### src/rtl/mux_pkg.sv
// rtl/mux_pkg.sv - shared types and select-range helper for the mux serializer
package mux_pkg;

    localparam int N_DEFAULT = 3;

    typedef enum logic {
        IDLE  = 1'b0,
        SHIFT = 1'b1
    } state_t;

    // Ascending order starts at 0 and ends at x-1; descending is the mirror.
    function automatic int unsigned sel_bound(input bit msb_first, input bit want_end,
                                              input int unsigned x);
        return (msb_first ^ want_end) ? x - 1 : 0;
    endfunction

endpackage

### src/rtl/sel_counter.sv
// rtl/sel_counter.sv - N-bit up/down select counter with load and terminal flag
module sel_counter #(
    parameter int          N      = 3,
    parameter bit          DOWN   = 1'b0,
    parameter logic [N-1:0] START = '0,
    parameter logic [N-1:0] TERM  = '1
) (
    input  logic         clk,
    input  logic         rst,
    input  logic         load,
    input  logic         en,
    output logic [N-1:0] count,
    output logic         tc
);

    always_ff @(posedge clk or posedge rst) begin
        if (rst) begin
            count <= '0;
        end else if (load) begin
            count <= START;
        end else if (en) begin
            count <= DOWN ? count - 1'b1 : count + 1'b1;
        end
    end

    assign tc = (count == TERM);

endmodule

### src/rtl/mux_sel_serializer.sv
// rtl/mux_sel_serializer.sv - drives an N:1 mux as a flow-controlled parallel-to-serial converter
import mux_pkg::*;

module mux_sel_serializer #(
    parameter int N         = N_DEFAULT,
    parameter bit MSB_FIRST = 1'b0
) (
    input  logic            clk,
    input  logic            rst,
    input  logic            load_valid,
    output logic            load_ready,
    input  logic [2**N-1:0] load_data,
    output logic [2**N-1:0] data_in,
    output logic [N-1:0]    s_line,
    input  logic            mux_out,
    output logic            ser_valid,
    input  logic            ser_ready,
    output logic            ser_data,
    output logic            ser_last,
    output logic            busy
);

    localparam int           X         = 2**N;
    localparam logic [N-1:0] START_SEL = N'(sel_bound(MSB_FIRST, 1'b0, X));
    localparam logic [N-1:0] END_SEL   = N'(sel_bound(MSB_FIRST, 1'b1, X));

    state_t state, state_nxt;
    logic   load_fire;
    logic   beat;
    logic   at_end;

    always_ff @(posedge clk or posedge rst) begin
        if (rst) begin
            state   <= IDLE;
            data_in <= '0;
        end else begin
            state <= state_nxt;
            if (load_fire) begin
                data_in <= load_data;
            end
        end
    end

    // A word may be accepted in the same cycle the previous one emits its last bit.
    always_comb begin
        state_nxt  = state;
        busy       = (state == SHIFT);
        ser_valid  = (state == SHIFT);
        ser_last   = (state == SHIFT) && at_end;
        ser_data   = mux_out;
        load_ready = (state == IDLE) || (ser_last && ser_ready);
        load_fire  = load_valid && load_ready;
        beat       = ser_valid && ser_ready;
        case (state)
            IDLE: begin
                if (load_fire) state_nxt = SHIFT;
            end
            SHIFT: begin
                if (beat && ser_last) state_nxt = load_fire ? SHIFT : IDLE;
            end
            default: state_nxt = IDLE;
        endcase
    end

    sel_counter #(
        .N     (N),
        .DOWN  (MSB_FIRST),
        .START (START_SEL),
        .TERM  (END_SEL)
    ) u_sel_counter (
        .clk   (clk),
        .rst   (rst),
        .load  (load_fire),
        .en    (beat && !ser_last),
        .count (s_line),
        .tc    (at_end)
    );

endmodule
### config.mk
export PLATFORM = sky130hd
export DESIGN_NAME = mux_sel_serializer
export DESIGN_NICKNAME = d
export VERILOG_FILES = /design/src/rtl/mux_pkg.sv /design/src/rtl/sel_counter.sv /design/src/rtl/mux_sel_serializer.sv
export SDC_FILE = /design/constraint.sdc
export NUM_CORES = 1
export LEC_CHECK = 0
export ABC_AREA = 0
export CAP_MARGIN = 15
export CORE_MARGIN = 2
export CORE_UTILIZATION = 37
export CTS_CLUSTER_DIAMETER = 60
export CTS_CLUSTER_SIZE = 28
export DETAILED_ROUTE_END_ITERATION = 10
export GPL_TIMING_DRIVEN = 1
export PLACE_DENSITY = 0.79
export SLEW_MARGIN = 20
export SYNTH_ARGS = -nofsm -noshare
export SYNTH_HDL_FRONTEND = slang
export SYNTH_SLANG_ARGS = --single-unit
### constraint.sdc
create_clock -name clk -period 2 [get_ports clk]
set_input_delay 0.4 -clock clk [delete_from_list [all_inputs] [get_ports clk]]
set_output_delay 0.4 -clock clk [all_outputs]
set_load 0.03 [all_outputs]
# Yosys cells after proc, flatten, opt, wreduce, memory -nomap -nowiden
# Index checks and enable logic that the tools add are counted.
# W data, S select, Z words.
# totals
register_bits	12
input_bits	13
out_inout_bits	16
wordCells	20
# op_classes
n_addsub	1
n_eq_ne	1
mux	5
bitwise	1
reduce_logical	9
# ops
cell	count
$logic_and A1 B1 Y1	6
$mux W3	2
$add A3 B1 Y3 const B	1
$eq A3 B3 Y1 const B	1
$mux W1	2
$pmux W1 S2	1
$reduce_bool A2 Y1	1
$logic_not A1 Y1	1
$logic_or A1 B1 Y1	1
$not A1 Y1	1

# Logic depth before layout (Yosys ltp)
# Gate-level depths: netlist (run 1).
# depth
depth_word	8
mapped_depth	5
depth_no_buf	5

# Hierarchy
# A second synthesis (run 1) with hierarchy kept.
# unflattened
cells_unflattened	61
area_unflattened_um2	666.9
# modules_own_cells
mod	n_inst	cells_each	area_each_um2	seq_area_each_um2
mux_sel_serializer	1	49	523.0	225.2
sel_counter	1	12	143.9	75.1

# Worst setup path after synthesis (run 1)
# Ideal clock, no wire load.
# synth_path
kind	flip-flop to flip-flop
from	register u_sel_counter.count[0]
to	register data_in[0]
setup_ps	125
arrival_time_ps	1629
t_required_ps	1875
slack_ps	246
stages_incl_launch_ff	6
path_buffers	0
period_less_slack_ps	1754
path_cell_list	dfrtp_1 > ha_1 > ha_1 > a21bo_4 > nand2_8 > mux2_4
# synth_between
elab_chain_len	5
# synth_rtl
element	line_no	rtl
from (decl)	sel_counter.sv:12	output logic [N-1:0] count,
from (signal assigned)	sel_counter.sv:22	count <= DOWN ? count - 1'b1 : count + 1'b1;
$eq A3 B3 Y1	sel_counter.sv:26	assign tc = (count == TERM);
$logic_and A1 B1 Y1	mux_sel_serializer.sv:49	ser_last = (state == SHIFT) && at_end;
$logic_and A1 B1 Y1	mux_sel_serializer.sv:51	load_ready = (state == IDLE) || (ser_last && ser_ready);
$logic_or A1 B1 Y1	mux_sel_serializer.sv:51	
net load_ready	mux_sel_serializer.sv:11	output logic load_ready,
$logic_and A1 B1 Y1	mux_sel_serializer.sv:52	load_fire = load_valid && load_ready;
to (signal assigned)	mux_sel_serializer.sv:39	data_in <= load_data;
to (decl)	mux_sel_serializer.sv:13	output logic [2**N-1:0] data_in,
# The timed path passes the listed nets, and every way through them passes these cells.
# A chain may end at the register's enable or synchronous reset.

# Final worst setup path (run 1)
# layout_path
from	register u_sel_counter.count[0]
to	output port load_ready
# layout_between
elab_chain_len	4
# layout_rtl
element	line_no
$eq A3 B3 Y1	sel_counter.sv:26
$logic_and A1 B1 Y1	mux_sel_serializer.sv:49
$logic_and A1 B1 Y1	mux_sel_serializer.sv:51
$logic_or A1 B1 Y1	mux_sel_serializer.sv:51
to (decl)	mux_sel_serializer.sv:11
# Every way passes these cells.

==> key figures, run 1 <==
Status
  • Outcome: finished, final reports clean

Timing
  • Final Setup Violations: 0
  • Sum of negative setup slack: 0 ns
  • Max-slew violations: 0
  • Worst slew margin: 70.8%
  • Period minus WS final: roughly 1.9 ns
  • Hold violation total from the final report: 0
  • Worst-margin pin slew: between 0.4 and 0.5 ns
  • Final Skew: around 0.0050 ns
  • Final period utilization: approximately 96%
  • Unrepaired setup endpoints after global routing: false
  • Max frequency: ~520 MHz

Pwr
  • Sequential power share: between 30% and 40%
  • Pleak: roughly 0.41 nW
  • PD cells: ~1600 nW/um2
  • Psw: 0.503 mW
  • Combinational power share: a little over half
  • Clock power frac: around 14%
  • Peak VDD IR: about 0.0010 V
  • Switching part of the total: 37.5%
  • P_int: around 0.84 mW

Critical path
  • Worst path required time: roughly 1.6 ns
  • Nature of the critical path endpoint: primary output
  • Crit path buf inv count: 1
  • CP max FO: 4
  • Crit-path leading delay family: adder cells
  • Crit Path Category: register to primary output
  • Critical Path AT: 1.51 ns
  • Slowest stage delay, CP: between 0.4 and 0.5 ns
  • Worst Setup Start Kind: register
  • Most numerous cell on the critical path: ha_1
  • Worst path cell trace: ha_1, ha_1, a21bo_4, buf_4
  • CP max stage cell: dfrtp_1
  • Worst reg-to-reg setup slack: 0.38 ns

Final layout
  • Area Overhead vs Synth: 51.6%
  • Commonest non-fill, non-tap cell in the layout: clkdlybuf4s50_1
  • Post-route cell area: about 860 um2
  • Filler Cells Inserted: about 140
  • Proportion of layout cells with a drive suffix above 1: a little over a quarter
  • Fin nets: 80
  • Most frequent cells in the layout: 24 x clkdlybuf4s50_1, 12 x dfrtp_1, 8 x mux2_4, 3 x clkbuf_4
  • Diodes inserted: 0

Drt
  • Routed vias/inst: 4.65
  • DR iter-0 viols: 4
  • Wire per inst: between 10 and 15 um
  • DR DRC count: 0
  • Antenna Nets Post-Route: 0
  • Routed vias: between 300 and 400
  • Total Routed Length: ~980 um
  • TritonRoute pass-1 iters: 2

Synth
  • Number of distinct library cells after synthesis: 14
  • Post-Synthesis Cells: 36
  • Syn Nets: between 50 and 60
  • Register area share after synthesis: a little over half
  • Synth warn: 0
  • Syn avg cell area: 15.8 um2
  • Seq cells post-synth: 12
  • Netlist Area Pre-Place: 569 um2

Global routing
  • Largest net degree at the start of global routing: 13
  • All-Layer GR Usage: between 10% and 20%
  • Gr ovfl total: 0
  • Number of global-route vias before repair: slightly above 400
  • Global-route wire length before repair: ~1.7 mm
  • Initial antenna violation count: 0

Floorplan
  • Num rows: 14
  • # IOs: 29
  • Initial core utilization: roughly two fifths
  • Die width: approximately 43 um
  • Core ar.: ~1500 um2
  • Die H: around 43 um
  • Die ar.: between 1500 and 2000 um2

Clock tree
  • Setup bufs post-CTS: 0
  • CTS root buffer: clkbuf_4
  • Clock transition at path regs: roughly 0.070 ns
  • H-tree lvl count: 1
  • Worst-Skew Late Latency: between 0.2 and 0.3 ns
  • CTS buffer count: 3
  • Clock Tree Buf Depth: 2
  • Sink Count: 12
  • CTS tree: yes

Worst hold path
  • Hold Path Class: input pin to async pin

Place
  • I/O Buffers: 26
  • Placer congestion estimate: 0.707
  • Placed Area: about 830 um2
  • Post-DP HPWL: between 700 and 800 um

Job
  • Max-cap violations: 0
[routing by layer]
metal  vias up  GRT usage [%]  share of wire, %
li1        182              -                 -
met1       169           15.7                48
met2        21           19.4                43
met3         0           3.40               9.1
met4         0           1.82                 0
met5         -              0                 0
[flip-flops by register name, summed over array words and instances, names as in the netlist]
signal / flops
busy: 1
data_in: 8
u_sel_counter.count: 3
[per-stage QoR]
step | std cells | total power, mW | setup slack (ns) | utilization [%] | hold WS (ns)
floorplan | 36 | 0.879 | 0.246 | - | 0.265
global placement | 76 | 1.15 | 0.0812 | 56.5 | 0.498
detailed placement | 76 | 1.17 | 0.0501 | 56.5 | 0.495
CTS | 80 | 1.36 | 0.00823 | 59.0 | 0.450
global route | 80 | 1.42 | 0.0233 | 58.7 | 0.483
finish | 80 | 1.34 | 0.0897 | 58.7 | 0.436
[power by group through the flow]
stage,Sequential [mW],Clock (mW),Combinational (mW)
6_report,0.424,0.181,0.734
5_1_grt,0.440,0.201,0.781
4_1_cts,0.424,0.189,0.745
3_5_place_dp,0.425,0,0.743
3_3_place_gp,0.423,0,0.732
2_1_floorplan,0.637,0,0.243
[final cells by class]
| cell class | instances | area (um2) | share of cell area [%] |
|---|---|---|---|
| timing repair buffer | 26 | 253 | 29.3 |
| clock buffer | 4 | 36.3 | 4.20 |
| tap | 16 | 20.0 | 2.32 |
| multi-input combinational | 20 | 246 | 28.6 |
| inverter | 2 | 7.51 | 0.870 |
| sequential | 12 | 300 | 34.8 |
[what timing repair did]
action	CTS	global route
setup endpoints to repair	1	1
hold buffers	0	0
resized for setup	2	1
[logic make-up after synthesis]
logic type	Yosys count	synth area share, %
DFF	12	52.7
muxes	8	21.1
AOI/OAI and AO/OA	5	8.79
and+or+nand+nor	5	9.01
buffers and inverters	4	3.96
adders and majority gates	2	4.39
[worst paths after layout]
kind                                         from                      to  cells past startpoint
hold / removal                                rst              data_in[7]                      2
setup / recovery           u_sel_counter.count[0]              load_ready                      4
max in group asynchronous                     rst  u_sel_counter.count[2]                      2
setup reg to reg           u_sel_counter.count[0]              data_in[5]                      5
min in group clk                       data_in[4]              data_in[4]                      1
hold reg to reg                        data_in[4]              data_in[4]                      1
[synthesized netlist by cell type]
library cell | n | area [um2]
ha_1 | 2 | 25.0
a21o_1 | 1 | 7.51
o22ai_1 | 1 | 6.26
a21bo_4 | 1 | 16.3
and2_1 | 1 | 6.26
a32o_1 | 2 | 20.0
inv_1 | 2 | 7.51
and2b_1 | 1 | 7.51
nand2_8 | 1 | 20.0
dfrtp_1 | 12 | 300
and3b_2 | 1 | 10.0
buf_4 | 2 | 15.0
or2b_1 | 1 | 7.51
mux2_4 | 8 | 120
(Power assumes the default switching activity.)
==> inputs of run 2 (changes only) <==
- REMOVE_ABC_BUFFERS: not set -> 1
==> run 2 against run 1 <==
Effect of this change: maximum frequency rose by 0.63%; via count increased by 3.0%; combinational power about the same; sequential share of layout area is the same; final cell count unchanged; largest power group unchanged.
==> key figures, run 2 (synthesized netlist as in run 1, its figures left out) <==
Timing
  • Final Skew: 0.00212 ns (was 0.00499 ns)
  • Max frequency: 527 MHz (was 523 MHz)
  • Max-slew violations: 0 (unchanged)
  • Final period utilization: 94.9% (was 95.5%)
  • Final Setup Violations: 0 (unchanged)
  • Unrepaired setup endpoints after global routing: false (unchanged)
  • Worst-margin pin slew: 0.433 ns (was 0.438 ns)
  • Worst slew margin: 71.1% (was 70.8%)
  • Period minus WS final: 1.90 ns (was 1.91 ns)
  • Final worst slack: 0.102 ns (was 0.0897 ns)
  • Hold slack: 0.443 ns (was 0.436 ns)
  • Sum of negative setup slack: 0 ns (unchanged)
  • Hold violation total from the final report: 0 (unchanged)

Critical path
  • Critical Path AT: 1.50 ns (was 1.51 ns)
  • Worst path required time: 1.60 ns (about the same)
  • CP max FO: 4 (unchanged)
  • Nature of the critical path endpoint: primary output (unchanged)
  • Worst Setup Start Kind: register (unchanged)
  • Crit Path Category: register to primary output (unchanged)

Place
  • Placed Area: 832 um2 (unchanged)
  • Placer congestion estimate: 0.696 (was 0.707)
  • I/O Buffers: 26 (unchanged)
  • Placed cell count: 76 (unchanged)
  • Place WS: 0.0535 ns (was 0.0501 ns)

Final layout
  • Area Overhead vs Synth: 51.6% (unchanged)
  • Fin nets: 80 (unchanged)
  • Largest register by flop count: data_in (unchanged)
  • Diodes inserted: 0 (unchanged)
  • Most frequent cells in the layout: 24 x clkdlybuf4s50_1, 12 x dfrtp_1, 8 x mux2_4, 3 x clkbuf_4 (unchanged)
  • Number of flip-flops in the largest register: 8 (unchanged)
  • Final Util: 58.7% (unchanged)
  • Post-Layout Cell Count: 80 (unchanged)
  • Post-route cell area: 863 um2 (unchanged)
  • Commonest non-fill, non-tap cell in the layout: clkdlybuf4s50_1 (unchanged)
  • Proportion of layout cells with a drive suffix above 1: 26.6% (unchanged)
  • Filler Cells Inserted: 139 (was 142)

Drt
  • DR iter-0 viols: 3 (was 4)
  • Total Routed Length: 978 um (was 976 um)
  • Routed vias/inst: 4.79 (was 4.65)
  • Routed vias: 383 (was 372)
  • DR DRC count: 0 (unchanged)
  • Wire per inst: 12.2 um (about the same)
  • TritonRoute pass-1 iters: 3 (was 2)
  • Antenna Nets Post-Route: 0 (unchanged)

Clock tree
  • CTS resizes: 1 (was 2)
  • Cts hold-fix bufs: 0 (unchanged)
  • Setup bufs post-CTS: 0 (unchanged)
  • CTS root buffer: clkbuf_4 (unchanged)
  • CTS buffer count: 3 (unchanged)
  • H-tree lvl count: 1 (unchanged)
  • Sink Count: 12 (unchanged)
  • Clock Tree Buf Depth: 2 (unchanged)
  • CTS tree: yes (unchanged)
  • Clock transition at path regs: 0.07 ns (about the same)
  • Worst-Skew Late Latency: 0.26 ns (about the same)

Pwr
  • Total Power: 1.34 mW (about the same)
  • Peak VDD IR: 0.000861 V (was 0.00103 V)
  • Pleak: 0.415 nW (unchanged)
  • PD cells: 1550 nW/um2 (about the same)

Floorplan
  • Core ar.: 1470 um2 (unchanged)
  • Num rows: 14 (unchanged)
  • Die ar.: 1870 um2 (unchanged)
  • Die width: 43.2 um (unchanged)
  • Die H: 43.2 um (unchanged)
  • Initial core utilization: 38.7% (unchanged)
  • # IOs: 29 (unchanged)

Global routing
  • Number of global-route vias before repair: 412 (was 404)
  • Global-route wire length before repair: 1.68 mm (was 1.70 mm)
  • All-Layer GR Usage: 12.2% (was 11.8%)
  • Gr ovfl total: 0 (unchanged)
  • Initial antenna violation count: 0 (unchanged)
  • Largest net degree at the start of global routing: 13 (unchanged)

Job
  • Max-cap violations: 0 (unchanged)

Worst hold path
  • Hold Path Class: input pin to async pin (unchanged)

Status
  • Outcome: finished, final reports clean (unchanged)
-- run 2: power breakdown --
part / internal [mW] / leakage, nW / switching (mW) / total (mW)
sequential: 0.352 / 0.144 / 0.0704 / 0.422
clock: 0.110 / 0.0210 / 0.0729 / 0.183
combinational: 0.374 / 0.250 / 0.357 / 0.731
total: 0.836 / 0.415 / 0.501 / 1.34
-- run 2: path summary, 6_finish.rpt --
check	start	to	slack (ns)	depth (start not counted)
worst max-delay path	u_sel_counter.count[0]	load_ready	0.10	4
worst min-delay path	rst	data_in[3]	0.44	2
worst max register to register	u_sel_counter.count[0]	data_in[2]	0.40	5
worst min register to register	data_in[1]	data_in[1]	0.51	1
max in group asynchronous	rst	data_in[2]	1.26	2
min in group clk	data_in[1]	data_in[1]	0.51	1
-- run 2: routing by layer --
| metal | up-vias | part of all wire (%) | track usage (%) |
|---|---|---|---|
| met1 | 180 | 42 | 15.4 |
| met5 | - | 0 | 0 |
| met2 | 18 | 48 | 18.8 |
| met4 | 0 | 0.82 | 7.27 |
| li1 | 183 | - | - |
| met3 | 2 | 8.7 | 2.55 |
-- run 2: critical path, stage by stage, from the launching register on --
cell	delay, ns
dfrtp_1	0.41
ha_1	0.21
ha_1	0.20
a21bo_4	0.25
buf_4	0.17
-- run 2: final cells by class --
cell class | count | area, um2 | area share (%)
tap | 16 | 20.0 | 2.32
clock buffer | 4 | 36.3 | 4.20
inverter | 2 | 7.51 | 0.870
timing repair buffer | 26 | 253 | 29.3
sequential | 12 | 300 | 34.8
multi-input combinational | 20 | 246 | 28.6
==> inputs of run 3 (changes only) <==
- CORE_MARGIN: 2 -> not set
==> run 3 against run 2 <==
Effect of this change: largest cell class unchanged; non-clock buffer count stayed put; highest routed layer unchanged; final cell count decreased by 1.3%; sequential cell count unchanged; global-route usage grew 2.3 points.
==> key figures, run 3 (synthesized netlist as in run 1, its figures left out) <==
Timing
  • Worst-margin pin slew: 0.422 ns (was 0.433 ns)
  • Final Skew: 0.00402 ns (was 0.00212 ns)
  • Worst slew margin: 71.8% (was 71.1%)
  • Hold violation total from the final report: 0 (unchanged)
  • Max frequency: 526 MHz (was 527 MHz)
  • Max-slew violations: 0 (unchanged)
  • Unrepaired setup endpoints after global routing: false (unchanged)
  • Sum of negative setup slack: 0 ns (unchanged)
  • Hold slack: 0.430 ns (was 0.443 ns)
  • Final period utilization: 95.1% (was 94.9%)
  • Final Setup Violations: 0 (unchanged)
  • Period minus WS final: 1.90 ns (about the same)

Clock tree
  • Setup bufs post-CTS: 0 (unchanged)
  • Clock Tree Buf Depth: 2 (unchanged)
  • CTS buffer count: 3 (unchanged)
  • CTS tree: yes (unchanged)
  • Clock transition at path regs: 0.07 ns (about the same)
  • H-tree lvl count: 1 (unchanged)
  • Sink Count: 12 (unchanged)
  • Cts hold-fix bufs: 0 (unchanged)
  • Worst-Skew Late Latency: 0.26 ns (about the same)
  • CTS root buffer: clkbuf_4 (unchanged)
  • CTS resizes: 1 (unchanged)

Final layout
  • Final Util: 63.1% (was 58.7%)
  • Number of flip-flops in the largest register: 8 (unchanged)
  • Proportion of layout cells with a drive suffix above 1: 26.6% (unchanged)
  • Largest register by flop count: data_in (unchanged)
  • Most frequent cells in the layout: 24 x clkdlybuf4s50_1, 12 x dfrtp_1, 8 x mux2_4, 3 x clkbuf_4 (unchanged)
  • Post-route cell area: 862 um2 (was 863 um2)
  • Commonest non-fill, non-tap cell in the layout: clkdlybuf4s50_1 (unchanged)
  • Area Overhead vs Synth: 51.4% (was 51.6%)
  • Fin nets: 80 (unchanged)
  • Diodes inserted: 0 (unchanged)

Critical path
  • Worst path cell trace: ha_1, ha_1, a21bo_4, buf_4 (unchanged)
  • Critical Path AT: 1.50 ns (about the same)
  • Slowest stage delay, CP: 0.41 ns (about the same)
  • Nature of the critical path endpoint: primary output (unchanged)
  • CP max stage cell: dfrtp_1 (unchanged)
  • Crit Path Category: register to primary output (unchanged)
  • Worst reg-to-reg setup slack: 0.39 ns (was 0.40 ns)
  • Worst path required time: 1.60 ns (about the same)
  • CP max FO: 4 (unchanged)
  • Most numerous cell on the critical path: ha_1 (unchanged)
  • Worst Setup Start Kind: register (unchanged)

Floorplan
  • # IOs: 29 (unchanged)
  • Die width: 41.2 um (was 43.2 um)
  • Core ar.: 1370 um2 (was 1470 um2)
  • Initial core utilization: 41.7% (was 38.7%)
  • Num rows: 13 (was 14)
  • Die H: 41.2 um (was 43.2 um)
  • Die ar.: 1700 um2 (was 1870 um2)

Place
  • I/O Buffers: 26 (unchanged)
  • Post-DP HPWL: between 700 and 800 um
  • Placed Area: 831 um2 (was 832 um2)
  • Placer congestion estimate: 0.562 (was 0.696)

Global routing
  • Global-route wire length before repair: 1.50 mm (was 1.68 mm)
  • Largest net degree at the start of global routing: 13 (unchanged)
  • Initial antenna violation count: 0 (unchanged)
  • Number of global-route vias before repair: 370 (was 412)
  • Gr ovfl total: 0 (unchanged)
  • All-Layer GR Usage: 14.5% (was 12.2%)

Worst hold path
  • Hold Path Class: input pin to async pin (unchanged)

Status
  • Outcome: finished, final reports clean (unchanged)

Drt
  • Routed vias/inst: 4.91 (was 4.79)
  • Total Routed Length: 967 um (was 978 um)
  • DR iter-0 viols: 1 (was 3)
  • TritonRoute pass-1 iters: 2 (was 3)
  • Wire per inst: 12.2 um (about the same)
  • DR DRC count: 0 (unchanged)
  • Antenna Nets Post-Route: 0 (unchanged)
  • Routed vias: 388 (was 383)

Pwr
  • Pleak: 0.415 nW (unchanged)
  • Total Power: 1.34 mW (about the same)
  • PD cells: 1550 nW/um2 (about the same)
  • Peak VDD IR: 0.000930 V (was 0.000861 V)

Job
  • Max-cap violations: 0 (unchanged)
## run 3: cell counts in the layout (fill, tap and decap cells not counted)
Identical to the previous run, type by type.
## run 3: worst max-delay path: cells and delay by family (launching register included)
kind	cells	cell delay, ns
flops	1	0.41
compound gates	1	0.25
fa+ha+maj	2	0.42
buf+inv	1	0.17
## run 3: stage by stage
stage	std cells	setup slack, ns
global placement	75	0.0812
CTS	79	0.0111
global route	79	0.0331
finish	79	0.0979
detailed placement	75	0.0585
floorplan	34	0.246
## run 3: area by class of cell
cell class                 count  area (um2)
multi-input combinational     20         246
inverter                       2        7.51
timing repair buffer          26         253
tap                           15        18.8
fill                         116         504
sequential                    12         300
clock buffer                   4        36.3
## run 3: final timing paths
path / start / end / cells past startpoint
worst max-delay path: u_sel_counter.count[0] / load_ready / 4
worst min-delay path: rst / u_sel_counter.count[2] / 2
worst max register to register: u_sel_counter.count[0] / data_in[1] / 5
worst min register to register: data_in[4] / data_in[4] / 1
max in group asynchronous: rst / data_in[5] / 2
min in group clk: data_in[4] / data_in[4] / 1
## run 3: power breakdown
part	total (mW)	leakage (nW)	switching (mW)	internal, mW
Combinational	0.729	0.250	0.355	0.374
Clock	0.183	0.0210	0.0722	0.110
Sequential	0.425	0.144	0.0729	0.352
Total	1.34	0.415	0.500	0.836
## run 3: layer usage
layer / track usage [%] / wire, um / up-vias
li1: - / - / 182
met1: 17.4 / 409 / 180
met2: 22.7 / 447 / 24
met3: 3.80 / 99 / 2
met4: 9.68 / 10 / 0
met5: 0 / 0 / -
